`config.mk`:
```
export PLATFORM = sky130hd
export DESIGN_NAME = resp_misr
export DESIGN_NICKNAME = d
export VERILOG_FILES = /design/src/rtl/resp_misr.sv
export SDC_FILE = /design/constraint.sdc
export NUM_CORES = 1
export LEC_CHECK = 0
export ABC_AREA = 0
export BUFFER_PORTS_ARGS = -buffer_cell sky130_fd_sc_hd__buf_2
export CAP_MARGIN = 5
export CORE_AREA = 2 2 65 67
export DETAILED_ROUTE_END_ITERATION = 16
export DIE_AREA = 0 0 67 69
export HOLD_SLACK_MARGIN = 0.15
export PLACE_DENSITY_LB_ADDON = 0.3
export SETUP_SLACK_MARGIN = 0.2
export SLEW_MARGIN = 15
export SYNTH_ARGS = -nofsm -noshare
export SYNTH_HDL_FRONTEND = slang
export SYNTH_SLANG_ARGS = --single-unit
```
`constraint.sdc`:
```
create_clock -name clk -period 1.5 [get_ports clk]
set_input_delay 0.075 -clock clk [delete_from_list [all_inputs] [get_ports clk]]
set_output_delay 0.075 -clock clk [all_outputs]
set_load 0.02 [all_outputs]
```
`src/rtl/resp_misr.sv`:
```
// rtl/resp_misr.sv - MISR response compactor with pass/fail verdict for serial-FSM BIST
module resp_misr #(
  parameter int                 WIDTH = 16,
  parameter logic [WIDTH-1:0]   POLY  = 16'h002D,
  parameter logic [WIDTH-1:0]   SEED  = 16'h0000,
  parameter int                 CNT_W = 10
) (
  input  logic             clk,
  input  logic             rst,
  input  logic             start,
  input  logic [CNT_W-1:0] num_cycles,
  input  logic             outp,
  input  logic             overflw,
  input  logic [WIDTH-1:0] exp_sig,
  output logic             busy,
  output logic             done,
  output logic             pass,
  output logic [WIDTH-1:0] signature
);

  typedef enum logic [1:0] {
    IDLE = 2'd0,
    RUN  = 2'd1,
    DONE = 2'd2
  } state_t;

  state_t             state_q, state_d;
  logic [WIDTH-1:0]   sig_q, sig_d;
  logic [CNT_W-1:0]   cnt_q, cnt_d;
  logic               pass_q, pass_d;
  logic               busy_q, busy_d;
  logic               done_q, done_d;
  logic [WIDTH-1:0]   sig_next;

  // Shift with polynomial feedback, then fold in the two CUT response bits.
  always_comb begin
    sig_next = {sig_q[WIDTH-2:0], 1'b0} ^ (sig_q[WIDTH-1] ? POLY : '0)
             ^ {{(WIDTH-2){1'b0}}, overflw, outp};
  end

  always_comb begin
    state_d = state_q;
    sig_d   = sig_q;
    cnt_d   = cnt_q;
    pass_d  = pass_q;
    case (state_q)
      RUN: begin
        sig_d = sig_next;
        cnt_d = cnt_q - 1'b1;
        if (cnt_q == CNT_W'(1)) begin
          state_d = DONE;
          pass_d  = (sig_next == exp_sig);
        end
      end
      default: begin
        // IDLE and DONE both accept a new run; DONE otherwise holds its verdict.
        if (start) begin
          sig_d  = SEED;
          cnt_d  = num_cycles;
          pass_d = 1'b0;
          if (num_cycles == '0) begin
            state_d = DONE;
            pass_d  = (SEED == exp_sig);
          end else begin
            state_d = RUN;
          end
        end
      end
    endcase
    busy_d = (state_d == RUN);
    done_d = (state_d == DONE);
  end

  always_ff @(posedge clk or negedge rst) begin
    if (!rst) begin
      state_q <= IDLE;
      sig_q   <= SEED;
      cnt_q   <= '0;
      pass_q  <= 1'b0;
      busy_q  <= 1'b0;
      done_q  <= 1'b0;
    end else begin
      state_q <= state_d;
      sig_q   <= sig_d;
      cnt_q   <= cnt_d;
      pass_q  <= pass_d;
      busy_q  <= busy_d;
      done_q  <= done_d;
    end
  end

  assign busy      = busy_q;
  assign done      = done_q;
  assign pass      = pass_q;
  assign signature = sig_q;

endmodule
```
==> results of run 1 <==
[cell usage after synthesis, drive strengths merged]
master    n
a41oi     1
nand2b    2
inv       5
nor2b     1
nand2    35
dfrtp    31
nor2     15
a21boi    1
a21o      1
a211o     1
buf       3
nand4     1
nand3     4
o41ai     1
and4      2
or2       1
nor4      9
o31ai     2
clkbuf    8
or4       1
o211a     2
a31oi     3
ha        2
a21oi     7
o32ai     1
nand3b   17
a2bb2oi   1
or3       2
xor2     11
xnor2    10
nor3      3
o21ai    15
[through the flow]
step                      setup slack, ps  TNS, ps  total power [mW]  std cells
after floorplan                     -40.8    -44.0              2.61        199
after global placement              -99.1     -178              3.20        303
after detailed placement             -128     -259              3.25        303
after CTS                           -54.3     -129              4.00        326
after global routing                 -120     -653              4.29        327
final                               -50.1     -147              4.01        327
[logic make-up (layout without fill, tap and decap cells)]
kind of cell,count (synthesis),count (layout)
adders and majority gates,2,2
AOI/OAI and AO/OA,36,36
xor gates and xnor gates,21,21
and+or+nand+nor,93,93
DFF,31,31
buffers and inverters,16,94
[state kept, by name, indices dropped and copies added, names as in the netlist]
signal / flops
signature: 16
cnt_q: 10
state_q: 2
busy: 1
done: 1
pass: 1
[power groups by stage]
stage | clock, mW | combinational [mW] | sequential (mW)
3_5_place_dp | 0 | 1.63 | 1.62
6_report | 0.655 | 1.74 | 1.62
2_1_floorplan | 0 | 0.792 | 1.82
3_3_place_gp | 0 | 1.60 | 1.61
5_1_grt | 0.698 | 1.92 | 1.67
4_1_cts | 0.671 | 1.71 | 1.61
[cell usage in the layout (no fill, tap or decap), types with 2 or more instances in the layout]
| cell | count |
|---|---|
| o211a_1 | 2 |
| inv_1 | 5 |
| o21ai_0 | 11 |
| nand3_1 | 3 |
| a21oi_1 | 7 |
| dlygate4sd3_1 | 13 |
| dfrtp_1 | 31 |
| nor2_1 | 12 |
| nand2_1 | 35 |
| nand3b_1 | 17 |
| o21ai_1 | 4 |
| buf_4 | 19 |
| a31oi_1 | 3 |
| nand2b_4 | 2 |
| xor2_1 | 11 |
| xnor2_1 | 10 |
| clkbuf_8 | 6 |
| nor4_1 | 9 |
| ha_1 | 2 |
| nor2_2 | 2 |
| buf_2 | 49 |
[routing by layer]
layer	up-vias	track usage [%]
met5	-	0
met4	0	7.48
met3	8	4.73
met2	59	36.0
met1	837	29.4
li1	845	-
[final cells by class]
type / instances / area (µm²) / area share [%]
clock buffer: 6 / 82.6 / 3.34
clock inverter: 1 / 5.00 / 0.203
inverter: 5 / 18.8 / 0.759
multi-input combinational: 152 / 997 / 40.4
sequential: 31 / 776 / 31.4
tap: 50 / 62.6 / 2.53
timing repair buffer: 82 / 529 / 21.4
[worst paths after layout]
path                                 startpoint                        end  slack, ps  depth (start not counted)
min in group asynchronous                   rst  signature[10]$_DFFE_PN0P_        380                          2
hold reg to reg            cnt_q[3]$_DFFE_PN0P_       cnt_q[3]$_DFFE_PN0P_        520                          2
setup / recovery           cnt_q[0]$_DFFE_PN0P_       cnt_q[6]$_DFFE_PN0P_        -50                          7
hold / removal                    num_cycles[1]       cnt_q[1]$_DFFE_PN0P_        160                          4
max in group asynchronous                   rst   signature[5]$_DFFE_PN0P_        660                          2
setup reg to reg           cnt_q[0]$_DFFE_PN0P_       cnt_q[6]$_DFFE_PN0P_        -50                          7
[critical path, cell delays in order, from the launching register on]
cell     delay [ps]
dfrtp_1         390
buf_4           140
inv_1            60
ha_1            190
nand2_1         160
nor3_1          220
o21ai_0         100
a21o_1          180
[repair_timing]
action,4_1_cts,5_1_grt
hold endpoints to repair,41,0
hold buffers,13,0
endpoints found under the setup margin,13,13
resized for setup,8,7
cloned,0,0
pin swaps,4,3
buffers inserted,3,1
==> key figures, run 1 <==
Global routing
  – Vias in the first global route: 1685
  – Largest net degree at the start of global routing: 32
  – Tot GR Track Use: 22.3%
  – First-pass GRT wire length: 7.91 mm
  – GRT overflow: 0
  – Initial antenna violation count: 0

Logic synthesis
  – Post-Syn Area: 1780 µm²
  – Largest family of logic cells by synthesized area: simple AND/OR/NAND/NOR gates
  – Area leader, netlist: dfrtp_1
  – Mux share of post-synthesis cell area: 0%
  – Adder-Cell Fraction of Synth Area: 1.40%
  – Post-Syn Instances: 199
  – Share of the yosys chip area belonging to registers: 43.5%
  – Post-Syn Nets: 232
  – Top-area cell type share of the netlist area: 43.5%
  – FF+latch count, synth: 31
  – Simple logic cell fraction of the synthesized area: 27.7%
  – Synth Area in XOR/XNOR: 10.3%
  – Syn avg cell area: 8.96 µm²
  – Compound-Gate Fraction of Synth Area: 13.2%
  – Distinct cells, synth: 38
  – Ys Warns: 0
  – Cells taking the most area after synthesis: dfrtp_1 44%, nand2_1 7.4%, nand3b_1 7.2%

Finish
  – Fillers: 361
  – Syn-to-layout area delta: 38.6%
  – Final instance area: 2470 µm²
  – Final net count: 310
  – ANT cells: 0
  – Final Core Density: 63.1%
  – Layout cell share with drive strength beyond 1: 33.9%

Hold path
  – Hold Crit Class: input port to flip-flop

Floorplan
  – # rows: 23
  – Die Span Y: 69 µm
  – IO Count: 50
  – Die Wd: 67 µm
  – Die Area: 4620 µm²
  – Initial Utilization: 45.6%
  – Core Region: 3910 µm²

Status
  – Violated checks: negative setup slack
  – Status: complete, but fails checks

Routing
  – Met3 WL post-DR: 254 µm
  – Vias: 1749
  – Post-route ant nets: 0
  – Max Used Layer: met4
  – Wire length on met1: 2.12 mm
  – Post-Route WL: 4.78 mm
  – Vias per cell: 5.35
  – WL met2: 2.33 mm
  – Routed length per instance: 14.6 µm
  – DR iter-0 viols: 147
  – DR DRC count: 0
  – DR pass1 iterations: 4

STA
  – Max Clock Freq: 0.645 GHz
  – Final WS setup: -50.1 ps
  – RSZ-0062 raised after global routing: true
  – Hold WS: 160 ps
  – Tmin final: 1550 ps
  – Final period util: 103%
  – Rel. slew slack: 53.6%
  – Final hold violation count: 0
  – Slew Limit Fails: 0
  – Finish-stage setup viols: 4
  – Worst-margin pin slew: 695 ps
  – Final Skew: 7.17 ps

Worst setup path
  – Crit end category: flip-flop
  – Worst Path Arrival: 1720 ps
  – Startpoint class of the critical path: flip-flop
  – Worst EP required: 1670 ps
  – CP max FO: 5
  – Worst setup path class: flip-flop to flip-flop

Pwr
  – Flop pwr share: 40.4%
  – Max IR drop VDD: 999 µV
  – Sw Pwr: 1.68 mW
  – P_int: 2.33 mW
  – Sw Share: 41.8%
  – Combinational share of power: 43.2%
  – Leakage: 1.18 nW
  – Pwr Density: 1620 nW/µm²
  – Clock network power share: 16.3%

Clocking
  – CTS Root Cell: clkbuf_8
  – TritonCTS clock tree: built
  – Clock tree buffer depth: 2
  – H-Tree Depth: 2
  – Clk slew on worst S/H paths: 60 ps
  – CTS sink cnt: 31
  – Worst-Skew Late Latency: 280 ps
  – CTS buffer count: 5

Flow run
  – Max Cap Violations: 0

Place
  – Post-DP Area: 2170 µm²
  – GP Congestion: 0.872
  – Detailed Place HPWL: 3.35 mm
  – PortBufs: 49
Note: power is estimated with default switching activity, not from simulation.
==> inputs of run 2 (changes only) <==
--- a/config.mk
+++ b/config.mk
@@ -8,12 +8,12 @@
 export ABC_AREA = 0
 export BUFFER_PORTS_ARGS = -buffer_cell sky130_fd_sc_hd__buf_2
 export CAP_MARGIN = 5
-export CORE_AREA = 2 2 65 67
+export CORE_AREA = 4 4 65 67
 export DETAILED_ROUTE_END_ITERATION = 16
-export DIE_AREA = 0 0 67 69
+export DIE_AREA = 0 0 69 71
 export HOLD_SLACK_MARGIN = 0.15
 export PLACE_DENSITY_LB_ADDON = 0.3
-export SETUP_SLACK_MARGIN = 0.2
+export SETUP_SLACK_MARGIN = 0.1
 export SLEW_MARGIN = 15
 export SYNTH_ARGS = -nofsm -noshare
 export SYNTH_HDL_FRONTEND = slang
==> constraint.sdc (replaced) <==
create_clock -name clk -period 2 [get_ports clk]
set_input_delay 0.1 -clock clk [delete_from_list [all_inputs] [get_ports clk]]
set_output_delay 0.1 -clock clk [all_outputs]
set_load 0.02 [all_outputs]
==> key figures, run 2 (synthesis results as in run 1) <==
Global routing
  – Largest net degree at the start of global routing: 32 (unchanged)
  – Tot GR Track Use: 19.4% (was 22.3%)
  – Vias in the first global route: 1594 (was 1685)
  – GRT overflow: 0 (unchanged)
  – Initial antenna violation count: 0 (unchanged)
  – First-pass GRT wire length: 7.58 mm (was 7.91 mm)

Routing
  – DR DRC count: 0 (unchanged)
  – Post-Route WL: 4.47 mm (was 4.78 mm)
  – Routed length per instance: 14.6 µm (about the same)
  – Post-route ant nets: 0 (unchanged)
  – DR iter-0 viols: 74 (was 147)
  – Vias: 1654 (was 1749)
  – Vias per cell: 5.39 (was 5.35)
  – DR pass1 iterations: 4 (unchanged)

STA
  – Finish-stage setup viols: 0 (was 4)
  – Max Clock Freq: 0.591 GHz (was 0.645 GHz)
  – Tmin final: 1690 ps (was 1550 ps)
  – Final period util: 84.7% (was 103%)
  – Final hold violation count: 0 (unchanged)
  – Hold WS: 156 ps (was 160 ps)
  – Final WS setup: 307 ps (was -50.1 ps)
  – Final Skew: 5.42 ps (was 7.17 ps)
  – Setup TNS Final: 0 ps (was -147 ps)
  – Worst-margin pin slew: 703 ps (was 695 ps)
  – RSZ-0062 raised after global routing: false (was true)
  – Rel. slew slack: 53.1% (was 53.6%)
  – Slew Limit Fails: 0 (unchanged)

Clocking
  – CTS sink cnt: 31 (unchanged)
  – Clock tree buffer depth: 2 (unchanged)
  – # resized after CTS: 0 (was 8)
  – TritonCTS clock tree: built (unchanged)
  – CTS buffer count: 5 (unchanged)
  – H-Tree Depth: 2 (unchanged)
  – Worst-Skew Late Latency: 290 ps (was 280 ps)
  – Setup repair bufs after CTS: 0 (was 3)
  – Hold buffer count at CTS: 9 (was 13)
  – Clk slew on worst S/H paths: 70 ps (was 60 ps)
  – CTS Root Cell: clkbuf_8 (unchanged)

Worst setup path
  – Worst EP required: 2170 ps (was 1670 ps)
  – CP max FO: 6 (was 5)
  – Crit end category: flip-flop (unchanged)
  – Startpoint class of the critical path: flip-flop (unchanged)
  – Worst setup path class: flip-flop to flip-flop (unchanged)
  – Worst Path Arrival: 1870 ps (was 1720 ps)

Floorplan
  – Initial Utilization: 49.1% (was 45.6%)
  – Die Span Y: 71 µm (was 69 µm)
  – Die Wd: 69 µm (was 67 µm)
  – Core Region: 3630 µm² (was 3910 µm²)
  – # rows: 22 (was 23)
  – IO Count: 50 (unchanged)
  – Die Area: 4900 µm² (was 4620 µm²)

Place
  – Detailed Place HPWL: 3.19 mm (was 3.35 mm)
  – GP Congestion: 0.862 (was 0.872)
  – Cells after DPL: 290 (was 303)
  – PortBufs: 49 (unchanged)
  – DP Worst Slack: 320 ps (was -128 ps)

Finish
  – Max FFs per register: 16 (unchanged)
  – Syn-to-layout area delta: 27.1% (was 38.6%)
  – Final Non-Filler Cells: 307 (was 327)
  – Most frequent cells in the layout: 49 x buf_2, 35 x nand2_1, 31 x dfrtp_1 (unchanged)
  – Final net count: 291 (was 310)
  – Most common cell after layout, fill and taps aside: buf_2 (unchanged)
  – ANT cells: 0 (unchanged)
  – Layout cell share with drive strength beyond 1: 26.3% (was 33.9%)

Pwr
  – Leakage: 1.07 nW (was 1.18 nW)
  – Pwr Density: 1260 nW/µm² (was 1620 nW/µm²)
  – Design Power: 2.85 mW (was 4.01 mW)
  – Max IR drop VDD: 767 µV (was 999 µV)

Status
  – Status: complete, no violations (was complete, but fails checks)

Hold path
  – Hold Crit Class: input port to flip-flop (unchanged)

Flow run
  – Max Cap Violations: 0 (unchanged)
==> run 2: cell types whose count changed in the layout (fill, tap and decap cells not counted), sizes merged <==
| cell | delta |
|---|---|
| buf | -15 |
| clkinv | -1 |
| clkbuf | +2 |
| dlygate4sd3 | -4 |
==> run 2: layout make-up <==
| cell class | instances | area, µm² |
|---|---|---|
| Clock buffer | 8 | 100 |
| Fill cell | 348 | 1370 |
| Inverter | 5 | 18.8 |
| Multi-Input combinational cell | 152 | 938 |
| Sequential cell | 31 | 776 |
| Tap cell | 48 | 60.1 |
| Timing Repair Buffer | 63 | 373 |
==> run 2: report_power, final <==
| group | leakage, nW | total (mW) | switching (mW) | internal, mW |
|---|---|---|---|---|
| registers | 0.361 | 1.23 | 0.330 | 0.898 |
| clock network | 0.0515 | 0.548 | 0.234 | 0.314 |
| logic | 0.656 | 1.07 | 0.620 | 0.455 |
| total | 1.07 | 2.85 | 1.18 | 1.67 |
==> run 2: stage by stage <==
stage          utilization (%)  cell area, µm²
3_3_place_gp              57.1            2080
5_1_grt                   62.4            2270
2_1_floorplan                -            1780
3_5_place_dp              57.1            2080
4_1_cts                   62.4            2270
6_report                  62.4            2270
==> run 2: path summary, 6_finish.rpt <==
path / startpoint / endpoint / slack (ps) / depth (start not counted)
hold reg to reg: cnt_q[6]$_DFFE_PN0P_ / cnt_q[6]$_DFFE_PN0P_ / 490 / 1
setup / recovery: cnt_q[4]$_DFFE_PN0P_ / pass$_DFFE_PN0P_ / 310 / 5
max in group asynchronous: rst / signature[5]$_DFFE_PN0P_ / 1160 / 2
hold / removal: num_cycles[2] / cnt_q[2]$_DFFE_PN0P_ / 160 / 3
setup reg to reg: cnt_q[4]$_DFFE_PN0P_ / pass$_DFFE_PN0P_ / 310 / 5
min in group asynchronous: rst / cnt_q[5]$_DFFE_PN0P_ / 390 / 2
==> run 2: worst max-delay path: stages (launching register included) <==
cell and delay, ps:
dfrtp_1 420, or3_1 500, nor3_4 160, and4_4 270
a2bb2oi_2 150, o31ai_2 70
==> run 2: routing by layer <==
metal | share of wire (%) | global-route usage, %
met1 | 45 | 24.6
met2 | 46 | 30.0
met3 | 6.6 | 7.81
met4 | 1.5 | 6.51
met5 | 0 | 0
==> inputs of run 3 (changes only) <==
==> constraint.sdc (replaced) <==
create_clock -name clk -period 1.76 [get_ports clk]
set_input_delay 0.088 -clock clk [delete_from_list [all_inputs] [get_ports clk]]
set_output_delay 0.088 -clock clk [all_outputs]
set_load 0.02 [all_outputs]
==> key figures, run 3 (synthesis results as in run 1) <==
Floorplan
  – # rows: 22 (unchanged)
  – Die Span Y: 71 µm (unchanged)
  – Die Area: 4900 µm² (unchanged)
  – IO Count: 50 (unchanged)
  – Initial Utilization: 49.1% (unchanged)
  – Core Region: 3630 µm² (unchanged)
  – Die Wd: 69 µm (unchanged)

Pwr
  – Max IR drop VDD: 921 µV (was 767 µV)
  – Pwr Density: 1400 nW/µm² (was 1260 nW/µm²)
  – Design Power: 3.24 mW (was 2.85 mW)
  – Leakage: 1.09 nW (was 1.07 nW)

Hold path
  – Worst Hold Launch: exp_sig[8] (was num_cycles[2])
  – Hold Path Sink: pass$_DFFE_PN0P_ (was cnt_q[2]$_DFFE_PN0P_)
  – Worst hold path depth: 4 (was 3)
  – Hold Crit Class: input port to flip-flop (unchanged)

Clocking
  – H-Tree Depth: 2 (unchanged)
  – CTS sink cnt: 31 (unchanged)
  – CTS Root Cell: clkbuf_8 (unchanged)
  – TritonCTS clock tree: built (unchanged)
  – Clk slew on worst S/H paths: 60 ps (was 70 ps)
  – Worst-Skew Late Latency: 290 ps (about the same)
  – CTS buffer count: 5 (unchanged)
  – Clock tree buffer depth: 2 (unchanged)

Routing
  – Vias per cell: 5.42 (was 5.39)
  – Routed length per instance: 14.8 µm (was 14.6 µm)
  – Post-route ant nets: 0 (unchanged)
  – DR iter-0 viols: 77 (was 74)
  – Post-Route WL: 4.60 mm (was 4.47 mm)
  – DR DRC count: 0 (unchanged)
  – DR pass1 iterations: 5 (was 4)
  – Vias: 1686 (was 1654)

Global routing
  – Vias in the first global route: 1532 (was 1594)
  – GRT overflow: 0 (unchanged)
  – Initial antenna violation count: 0 (unchanged)
  – Tot GR Track Use: 19.2% (was 19.4%)
  – First-pass GRT wire length: 7.47 mm (was 7.58 mm)
  – Largest net degree at the start of global routing: 32 (unchanged)

STA
  – Final period util: 90.5% (was 84.7%)
  – Finish-stage setup viols: 0 (unchanged)
  – RSZ-0062 raised after global routing: true (was false)
  – Hold WS: 162 ps (was 156 ps)
  – Tmin final: 1590 ps (was 1690 ps)
  – Slew Limit Fails: 0 (unchanged)
  – Setup TNS Final: 0 ps (unchanged)
  – Worst-margin pin slew: 700 ps (was 703 ps)
  – Rel. slew slack: 53.3% (was 53.1%)
  – Final hold violation count: 0 (unchanged)
  – Max Clock Freq: 0.628 GHz (was 0.591 GHz)
  – Final Skew: 4.60 ps (was 5.42 ps)

Place
  – Cells after DPL: 293 (was 290)
  – GP Congestion: 0.800 (was 0.862)
  – Detailed Place HPWL: 3.28 mm (was 3.19 mm)
  – PortBufs: 49 (unchanged)

Finish
  – Max FFs per register: 16 (unchanged)
  – Most frequent cells in the layout: 49 x buf_2, 35 x nand2_1, 31 x dfrtp_1 (unchanged)
  – Final Non-Filler Cells: 311 (was 307)
  – Most common cell after layout, fill and taps aside: buf_2 (unchanged)
  – Final net count: 296 (was 291)
  – Syn-to-layout area delta: 29.5% (was 27.1%)
  – Layout cell share with drive strength beyond 1: 27.8% (was 26.3%)
  – ANT cells: 0 (unchanged)

Worst setup path
  – Crit end category: flip-flop (unchanged)
  – Critical R2R Launch: cnt_q[5]$_DFFE_PN0P_ (was cnt_q[4]$_DFFE_PN0P_)
  – CP max FO: 6 (unchanged)
  – Worst setup path class: flip-flop to flip-flop (unchanged)
  – Worst Reg-to-Reg Cells: 5 (unchanged)
  – Worst Path Arrival: 1790 ps (was 1870 ps)
  – Reg2reg end: pass$_DFFE_PN0P_ (unchanged)
  – R2R Setup Slk: 170 ps (was 310 ps)
  – Worst EP required: 1960 ps (was 2170 ps)
  – Startpoint class of the critical path: flip-flop (unchanged)

Status
  – Status: complete, no violations (unchanged)

Flow run
  – Max Cap Violations: 0 (unchanged)
run 3: cell count changes in the layout (fill, tap and decap cells not counted):
cell / previous run / this run
buf_4: 5 / 8
clkbuf_1: 1 / 0
clkbuf_8: 7 / 6
clkinv_2: 0 / 1
dlygate4sd3_1: 9 / 11
o41ai_1: 1 / 0
o41ai_2: 0 / 1
or3_1: 2 / 1
or3_4: 0 / 1
run 3: worst max-delay path by stage:
| stage | startpoint | endpoint | depth (start not counted) |
|---|---|---|---|
| finish | cnt_q[5]$_DFFE_PN0P_ | pass$_DFFE_PN0P_ | 5 |
| global route | cnt_q[5]$_DFFE_PN0P_ | pass$_DFFE_PN0P_ | 5 |
| CTS | cnt_q[5]$_DFFE_PN0P_ | pass$_DFFE_PN0P_ | 5 |
| detailed placement | cnt_q[5]$_DFFE_PN0P_ | pass$_DFFE_PN0P_ | 5 |
| global placement | cnt_q[5]$_DFFE_PN0P_ | pass$_DFFE_PN0P_ | 5 |
| floorplan | cnt_q[4]$_DFFE_PN0P_ | pass$_DFFE_PN0P_ | 6 |
run 3: area by class of cell:
type	instances	area [µm²]
clock buffer	6	82.6
inverter	5	18.8
fill	323	1330
sequential	31	776
timing repair buffer	68	415
clock inverter	1	5.00
multi-input combinational	152	951
tap	48	60.1
run 3: timing repair:
item,4_1_cts,5_1_grt
resized for setup,0,2
endpoints found under the hold margin,41,0
hold buffers,11,0
buffers inserted,0,0
setup endpoints to repair,0,2
run 3: routing by layer:
metal / global-route usage, % / wire length (µm) / part of all wire (%)
met1: 25.2 / 1990 / 43
met3: 5.68 / 301 / 6.5
met5: 0 / 0 / 0
met2: 29.2 / 2180 / 47
met4: 8.46 / 123 / 2.7
run 3: stage by stage:
stage | cell area (µm²) | setup WS [ps] | utilization [%]
final | 2310 | 166 | 63.5
after global routing | 2310 | 85.6 | 63.5
after CTS | 2300 | 104 | 63.2
after detailed placement | 2100 | 116 | 57.7
after global placement | 2100 | 153 | 57.7
after floorplan | 1780 | 167 | -
run 3: where the power goes:
| part | switching (mW) | total (mW) | internal (mW) |
|---|---|---|---|
| combinational | 0.734 | 1.28 | 0.542 |
| sequential | 0.382 | 1.40 | 1.02 |
| clock | 0.259 | 0.565 | 0.306 |
run 3: worst max-delay path: stages (launching register included):
cell	delay [ps]
dfrtp_1	410
or3_4	420
nor3_4	150
and4_4	280
nand3_2	70
o31ai_2	180
